[config.mk]
export PLATFORM = sky130hd
export DESIGN_NAME = memory_access
export DESIGN_NICKNAME = d
export VERILOG_FILES = /design/src/rtl/memory_access.sv
export SDC_FILE = /design/constraint.sdc
export NUM_CORES = 1
export LEC_CHECK = 0
export CAP_MARGIN = 20
export CORE_MARGIN = 3
export CORE_UTILIZATION = 41
export DETAILED_ROUTE_END_ITERATION = 10
export PLACE_DENSITY = 0.77
export SLEW_MARGIN = 20
export SYNTH_ARGS = -nofsm -noshare
export SYNTH_HDL_FRONTEND = slang
export SYNTH_SLANG_ARGS = --single-unit
[constraint.sdc]
create_clock -name clk -period 1.7 [get_ports clk]
set_input_delay 0.17 -clock clk [delete_from_list [all_inputs] [get_ports clk]]
set_output_delay 0.17 -clock clk [all_outputs]
set_load 0.01 [all_outputs]
[src/rtl/memory_access.sv]
// Memory stage of the 5-stage MIPS pipeline: forwards ALU results to writeback and runs
// LW/SW over a valid/data_ok data bus, holding upstream while an access is outstanding.
package memory_access_pkg;
  typedef struct packed {
    logic        mem_to_reg;
    logic        mem_write;
    logic        reg_write;
    logic        reg_dst;
    logic [31:0] alu_result;
    logic [4:0]  rt;
    logic [4:0]  rd;
    logic [31:0] pc;
  } execute_data_t;
endpackage

module memory_access
  import memory_access_pkg::*;
#(
  parameter int unsigned TIMEOUT_CYCLES = 255
) (
  input  logic          clk,
  input  logic          resetn,
  input  logic          in_valid,
  input  execute_data_t ex_data,
  input  logic [31:0]   store_data,
  output logic          stall,
  output logic          dreq_valid,
  output logic [31:0]   dreq_addr,
  output logic [3:0]    dreq_strobe,
  output logic [31:0]   dreq_data,
  input  logic          dresp_data_ok,
  input  logic [31:0]   dresp_data,
  output logic          wb_valid,
  output logic          wb_reg_write,
  output logic [4:0]    wb_wa,
  output logic [31:0]   wb_data,
  output logic [31:0]   wb_pc,
  output logic          misalign,
  output logic          bus_error
);
  localparam int unsigned CNT_W  = 8;
  localparam int unsigned DATA_W = 32;
  localparam int unsigned RA_W   = 5;
  localparam int unsigned STRB_W = 4;

  typedef enum logic {IDLE, ACCESS} state_t;

  state_t              state_q, state_d;
  logic [CNT_W-1:0]    cnt_q, cnt_d;
  logic                load_q, load_d;
  logic [DATA_W-1:0]   addr_q, addr_d;
  logic [DATA_W-1:0]   sdata_q, sdata_d;
  logic [STRB_W-1:0]   strobe_q, strobe_d;
  logic [RA_W-1:0]     wa_q, wa_d;
  logic [DATA_W-1:0]   pc_q, pc_d;
  logic                stall_q, stall_d;
  logic                dreq_valid_q, dreq_valid_d;
  logic                wb_valid_q, wb_valid_d;
  logic                wb_reg_write_q, wb_reg_write_d;
  logic [RA_W-1:0]     wb_wa_q, wb_wa_d;
  logic [DATA_W-1:0]   wb_data_q, wb_data_d;
  logic [DATA_W-1:0]   wb_pc_q, wb_pc_d;
  logic                misalign_q, misalign_d;
  logic                bus_error_q, bus_error_d;

  logic                is_mem;
  logic                aligned;
  logic [RA_W-1:0]     ex_wa;

  assign is_mem  = ex_data.mem_to_reg | ex_data.mem_write;
  assign aligned = (ex_data.alu_result[1:0] == 2'b00);
  assign ex_wa   = ex_data.reg_dst ? ex_data.rd : ex_data.rt;

  // State and output registers
  always_ff @(posedge clk or negedge resetn) begin
    if (!resetn) begin
      state_q        <= IDLE;
      cnt_q          <= '0;
      load_q         <= 1'b0;
      addr_q         <= '0;
      sdata_q        <= '0;
      strobe_q       <= '0;
      wa_q           <= '0;
      pc_q           <= '0;
      stall_q        <= 1'b0;
      dreq_valid_q   <= 1'b0;
      wb_valid_q     <= 1'b0;
      wb_reg_write_q <= 1'b0;
      wb_wa_q        <= '0;
      wb_data_q      <= '0;
      wb_pc_q        <= '0;
      misalign_q     <= 1'b0;
      bus_error_q    <= 1'b0;
    end else begin
      state_q        <= state_d;
      cnt_q          <= cnt_d;
      load_q         <= load_d;
      addr_q         <= addr_d;
      sdata_q        <= sdata_d;
      strobe_q       <= strobe_d;
      wa_q           <= wa_d;
      pc_q           <= pc_d;
      stall_q        <= stall_d;
      dreq_valid_q   <= dreq_valid_d;
      wb_valid_q     <= wb_valid_d;
      wb_reg_write_q <= wb_reg_write_d;
      wb_wa_q        <= wb_wa_d;
      wb_data_q      <= wb_data_d;
      wb_pc_q        <= wb_pc_d;
      misalign_q     <= misalign_d;
      bus_error_q    <= bus_error_d;
    end
  end

  // Next-state and writeback bundle
  always_comb begin
    state_d        = state_q;
    cnt_d          = cnt_q;
    load_d         = load_q;
    addr_d         = addr_q;
    sdata_d        = sdata_q;
    strobe_d       = strobe_q;
    wa_d           = wa_q;
    pc_d           = pc_q;
    wb_valid_d     = 1'b0;
    wb_reg_write_d = wb_reg_write_q;
    wb_wa_d        = wb_wa_q;
    wb_data_d      = wb_data_q;
    wb_pc_d        = wb_pc_q;
    misalign_d     = 1'b0;
    bus_error_d    = bus_error_q;

    unique case (state_q)
      IDLE: begin
        if (in_valid) begin
          load_d   = ex_data.mem_to_reg;
          addr_d   = ex_data.alu_result;
          sdata_d  = store_data;
          strobe_d = ex_data.mem_write ? {STRB_W{1'b1}} : {STRB_W{1'b0}};
          wa_d     = ex_wa;
          pc_d     = ex_data.pc;
          if (is_mem && aligned) begin
            state_d = ACCESS;
            cnt_d   = '0;
          end else begin
            // ALU op retires directly; a misaligned memory op retires without a write
            wb_valid_d     = 1'b1;
            wb_reg_write_d = ex_data.reg_write & ~is_mem;
            wb_wa_d        = ex_wa;
            wb_data_d      = ex_data.alu_result;
            wb_pc_d        = ex_data.pc;
            misalign_d     = is_mem;
          end
        end
      end
      ACCESS: begin
        cnt_d = cnt_q + CNT_W'(1);
        if (dresp_data_ok) begin
          state_d        = IDLE;
          wb_valid_d     = 1'b1;
          wb_reg_write_d = load_q;
          wb_wa_d        = wa_q;
          wb_data_d      = load_q ? dresp_data : addr_q;
          wb_pc_d        = pc_q;
        end else if (cnt_q == CNT_W'(TIMEOUT_CYCLES - 1)) begin
          state_d        = IDLE;
          bus_error_d    = 1'b1;
          wb_valid_d     = 1'b1;
          wb_reg_write_d = 1'b0;
          wb_wa_d        = wa_q;
          wb_data_d      = addr_q;
          wb_pc_d        = pc_q;
        end
      end
      default: state_d = IDLE;
    endcase

    stall_d      = (state_d == ACCESS);
    dreq_valid_d = (state_d == ACCESS);
  end

  assign stall        = stall_q;
  assign dreq_valid   = dreq_valid_q;
  assign dreq_addr    = addr_q;
  assign dreq_strobe  = strobe_q;
  assign dreq_data    = sdata_q;
  assign wb_valid     = wb_valid_q;
  assign wb_reg_write = wb_reg_write_q;
  assign wb_wa        = wb_wa_q;
  assign wb_data      = wb_data_q;
  assign wb_pc        = wb_pc_q;
  assign misalign     = misalign_q;
  assign bus_error    = bus_error_q;

endmodule

==> results.sh <==
export IMPL_clock_path_buffers=2
export IMPL_drive_gt1_share_pct=32.4
export IMPL_worstSetupPathType="reg2reg"
export IMPL_ys_ff_latch=185
export IMPL_drtIter0Drc=183
export IMPL_grt_total_usage_pct=19.7
export IMPL_ir_drop_mv=0.903
export IMPL_cts_sinks=185
export IMPL_tns_ns=-2.47
export IMPL_skew_ns=0.0107
export IMPL_maxSlewViolCount=0
export IMPL_row_count=51
export IMPL_worstPathRequired_ns=2.00
export IMPL_syn_avg_cell_area_sq_um=14.2
export IMPL_synth_area_sq_um=8460
export IMPL_dpl_hpwl_microns=16200
export IMPL_clock_fmax_ghz=0.568
export IMPL_cts_root_buf="clkbuf_16"
export IMPL_fin_cells=1196
export IMPL_hold_viol=0
export IMPL_yosysUniqueCellTypes=30
export IMPL_power_leakage_nw=5.56
export IMPL_synth_seq_area_share_pct=54.7
export IMPL_vias=5877
export IMPL_ys_warn_count=0
export IMPL_synth_cells=594
export IMPL_crit_path_max_fanout=11
export IMPL_min_path_type="in2async"
export IMPL_syn_nets=742
export IMPL_cts_tree="built"
export IMPL_fin_crit_sh_pct=104
export IMPL_relSlewSlack_pct=69.6
export IMPL_h_tree_depth=4
export IMPL_worstSkewPairLatency_ns=0.42
export IMPL_die_x_microns=150
export IMPL_r2r_cells=8
export IMPL_place_ws_ns=-0.254
export IMPL_first_global_vias=6247
export IMPL_via_per_inst=4.91
export IMPL_synthToLayoutAreaGrowth_pct=50.0
export IMPL_critPathLaunch="cnt_q[0]$_DFFE_PN0P_"
export IMPL_fin_crit_ns=1.76
export IMPL_dieArea_sq_um=22400
export IMPL_port_buffer_count=288
export IMPL_pin_count=289
export IMPL_routed_wl_microns=22000
export IMPL_m1WireLength_microns=9050
export IMPL_antenna_left=0
export IMPL_rsz0062_at_grt="yes"
export IMPL_drt_first_pass_iters=4
export IMPL_fp_dieH_microns=150
export IMPL_power_density_nw_per_um2=1770
export IMPL_rr_startpoint="cnt_q[0]$_DFFE_PN0P_"
export IMPL_drc=0
export IMPL_stdcell_area_sq_um=12700
export IMPL_worstMarginPinSlew_ns=0.456
export IMPL_violations="setup timing"
export IMPL_setup_slack_ns=-0.0597
export IMPL_status="finished, violations left"
export IMPL_grt_remaining_overflow=0
export IMPL_timing_rr_end="wb_data[10]$_DFFE_PN0P_"
export IMPL_cts_buffers_inserted=17
export IMPL_nets=1067
export IMPL_dr_wl_met3_microns=1700
export IMPL_core_sq_um=19800
export IMPL_diodes=0
export IMPL_grt_pass1_wl_microns=34200
export IMPL_arrival_ns=2.06
export IMPL_place_congestion=0.780
export IMPL_finalSetupViolCount=67
export IMPL_drv_cap=0
export IMPL_dp_cells=1155
export IMPL_clk_pin_slew_ns=0.07
export IMPL_power_w=0.0225
export IMPL_reg2reg_slack_ns=-0.06
export IMPL_wl_per_cell_microns=18.4
export IMPL_place_area_sq_um=12000
export IMPL_worst_setup_path_end_kind="flop"
export IMPL_top_layer="met4"
export IMPL_routed_wl_met2_microns=10900
export IMPL_start_util_pct=42.6
export IMPL_antenna_found_initial=0
export IMPL_crit_path_start_kind="flop"
export IMPL_grt_max_degree=58
==> state kept, by name, indices dropped and copies added (netlist names) <==
name	count
dreq_valid	1
wb_pc	32
misalign	1
wb_reg_write	1
wa_q	5
wb_valid	1
wb_wa	5
load_q	1
dreq_addr	32
wb_data	32
dreq_data	32
bus_error	1
pc_q	32
cnt_q	8
dreq_strobe	1
==> synth_stat cells <==
| cell | instances | share of area [%] |
|---|---|---|
| mux2_4 | 69 | 12 |
| mux2_2 | 134 | 18 |
| a21oi_1 | 41 | 2.4 |
| nand4_1 | 4 | 0.30 |
| a31oi_1 | 1 | 0.074 |
| nor2_2 | 1 | 0.074 |
| ha_1 | 2 | 0.30 |
| o21ai_0 | 7 | 0.41 |
| nand2_1 | 9 | 0.40 |
| nand3_1 | 5 | 0.30 |
| or2_2 | 1 | 0.074 |
| dfrtp_1 | 185 | 55 |
| o21a_1 | 1 | 0.089 |
| buf_4 | 9 | 0.80 |
| buf_2 | 13 | 0.77 |
| o22ai_1 | 1 | 0.074 |
| inv_1 | 4 | 0.18 |
| o31ai_1 | 2 | 0.18 |
| mux2i_1 | 37 | 4.4 |
| nand2b_1 | 1 | 0.074 |
| nor2b_4 | 1 | 0.16 |
| a21oi_4 | 1 | 0.19 |
| buf_6 | 9 | 1.2 |
| xnor2_1 | 1 | 0.10 |
| clkbuf_2 | 1 | 0.059 |
| nor2_1 | 42 | 1.9 |
| nand3_2 | 1 | 0.12 |
| o21ai_2 | 1 | 0.10 |
| clkbuf_1 | 9 | 0.40 |
| and4_1 | 1 | 0.10 |
==> final cells by class <==
class	count	area, sq um
Fill cell	1471	7150
Sequential cell	185	4630
Timing Repair Buffer	347	3600
Multi-Input combinational cell	364	3560
Clock buffer	21	460
Tap cell	265	332
Clock inverter	10	87.6
Inverter	4	15.0
==> metal layers <==
layer  up-vias  GRT usage, %
met5         -             0
met4         0          4.94
met3        24          7.39
met2       180          32.9
met1      2911          24.3
li1       2762             -
==> critical path, stage by stage, from the launching register on <==
cell,delay [ns]
dfrtp_1,0.40
inv_1,0.06
ha_2,0.16
nand4_1,0.11
o21ai_2,0.22
a21oi_4,0.07
buf_4,0.16
buf_12,0.15
mux2_4,0.30
==> per-stage QoR <==
stage,util (%),hold WS (ns)
2_1_floorplan,-,-0.126
3_3_place_gp,60.4,0.0815
3_5_place_dp,60.4,0.0815
4_1_cts,63.7,0.193
5_1_grt,63.9,0.189
6_report,63.9,0.191
==> where the power goes <==
part	internal [W]	switching (W)	total [W]
Sequential	0.00640	0.00127	0.00767
Combinational	0.00701	0.00410	0.0111
Clock	0.00198	0.00176	0.00374
==> cells by family after synthesis <==
| family | after synthesis | share of synthesized area, % |
|---|---|---|
| XOR/XNOR | 1 | 0.104 |
| buffers and inverters | 45 | 3.40 |
| AND/OR/NAND/NOR | 66 | 3.46 |
| multiplexers | 240 | 34.5 |
| adder cells (fa/ha/maj) | 2 | 0.296 |
| AO/OA/AOI/OAI | 55 | 3.55 |
| flip-flops | 185 | 54.7 |
==> worst max-delay path by stage <==
stage                         endpoint  slack, ns  cells past startpoint
6_report       wb_data[10]$_DFFE_PN0P_      -0.06                      8
5_1_grt        wb_data[13]$_DFFE_PN0P_      -0.15                      8
4_1_cts        wb_data[10]$_DFFE_PN0P_      -0.06                      8
3_5_place_dp   wb_data[27]$_DFFE_PN0P_      -0.25                      7
3_3_place_gp   wb_data[19]$_DFFE_PN0P_      -0.24                      7
2_1_floorplan   wb_data[0]$_DFFE_PN0P_       0.01                      7
==> cell usage in the layout, fill, tap and decap left out, drive strengths merged, types with 2 or more instances in the layout <==
cell type      synthesis  layout
a21oi                 42      42
o31ai                  2       2
buf                   31      58
nand4                  4       4
clkinvlp               0       2
nand3                  6       6
o21ai                  8       8
nor2                  43      43
inv                    4       7
clkinv                 0       5
nand2                  9       9
ha                     2       2
mux2i                 37      37
clkdlybuf4s50          0     285
clkbuf                10      22
dlygate4sd2            0       2
dfrtp                185     185
mux2                 203     203
==> what timing repair did <==
action / in CTS / in global routing
setup buffers: 8 / 0
pin swaps: 0 / 0
hold buffers: 1 / 0
gates resized for setup: 8 / 6
gates cloned: 0 / 1
setup endpoints to repair: 68 / 71
endpoints found under the hold margin: 89 / 0
(Power assumes the default switching activity.)
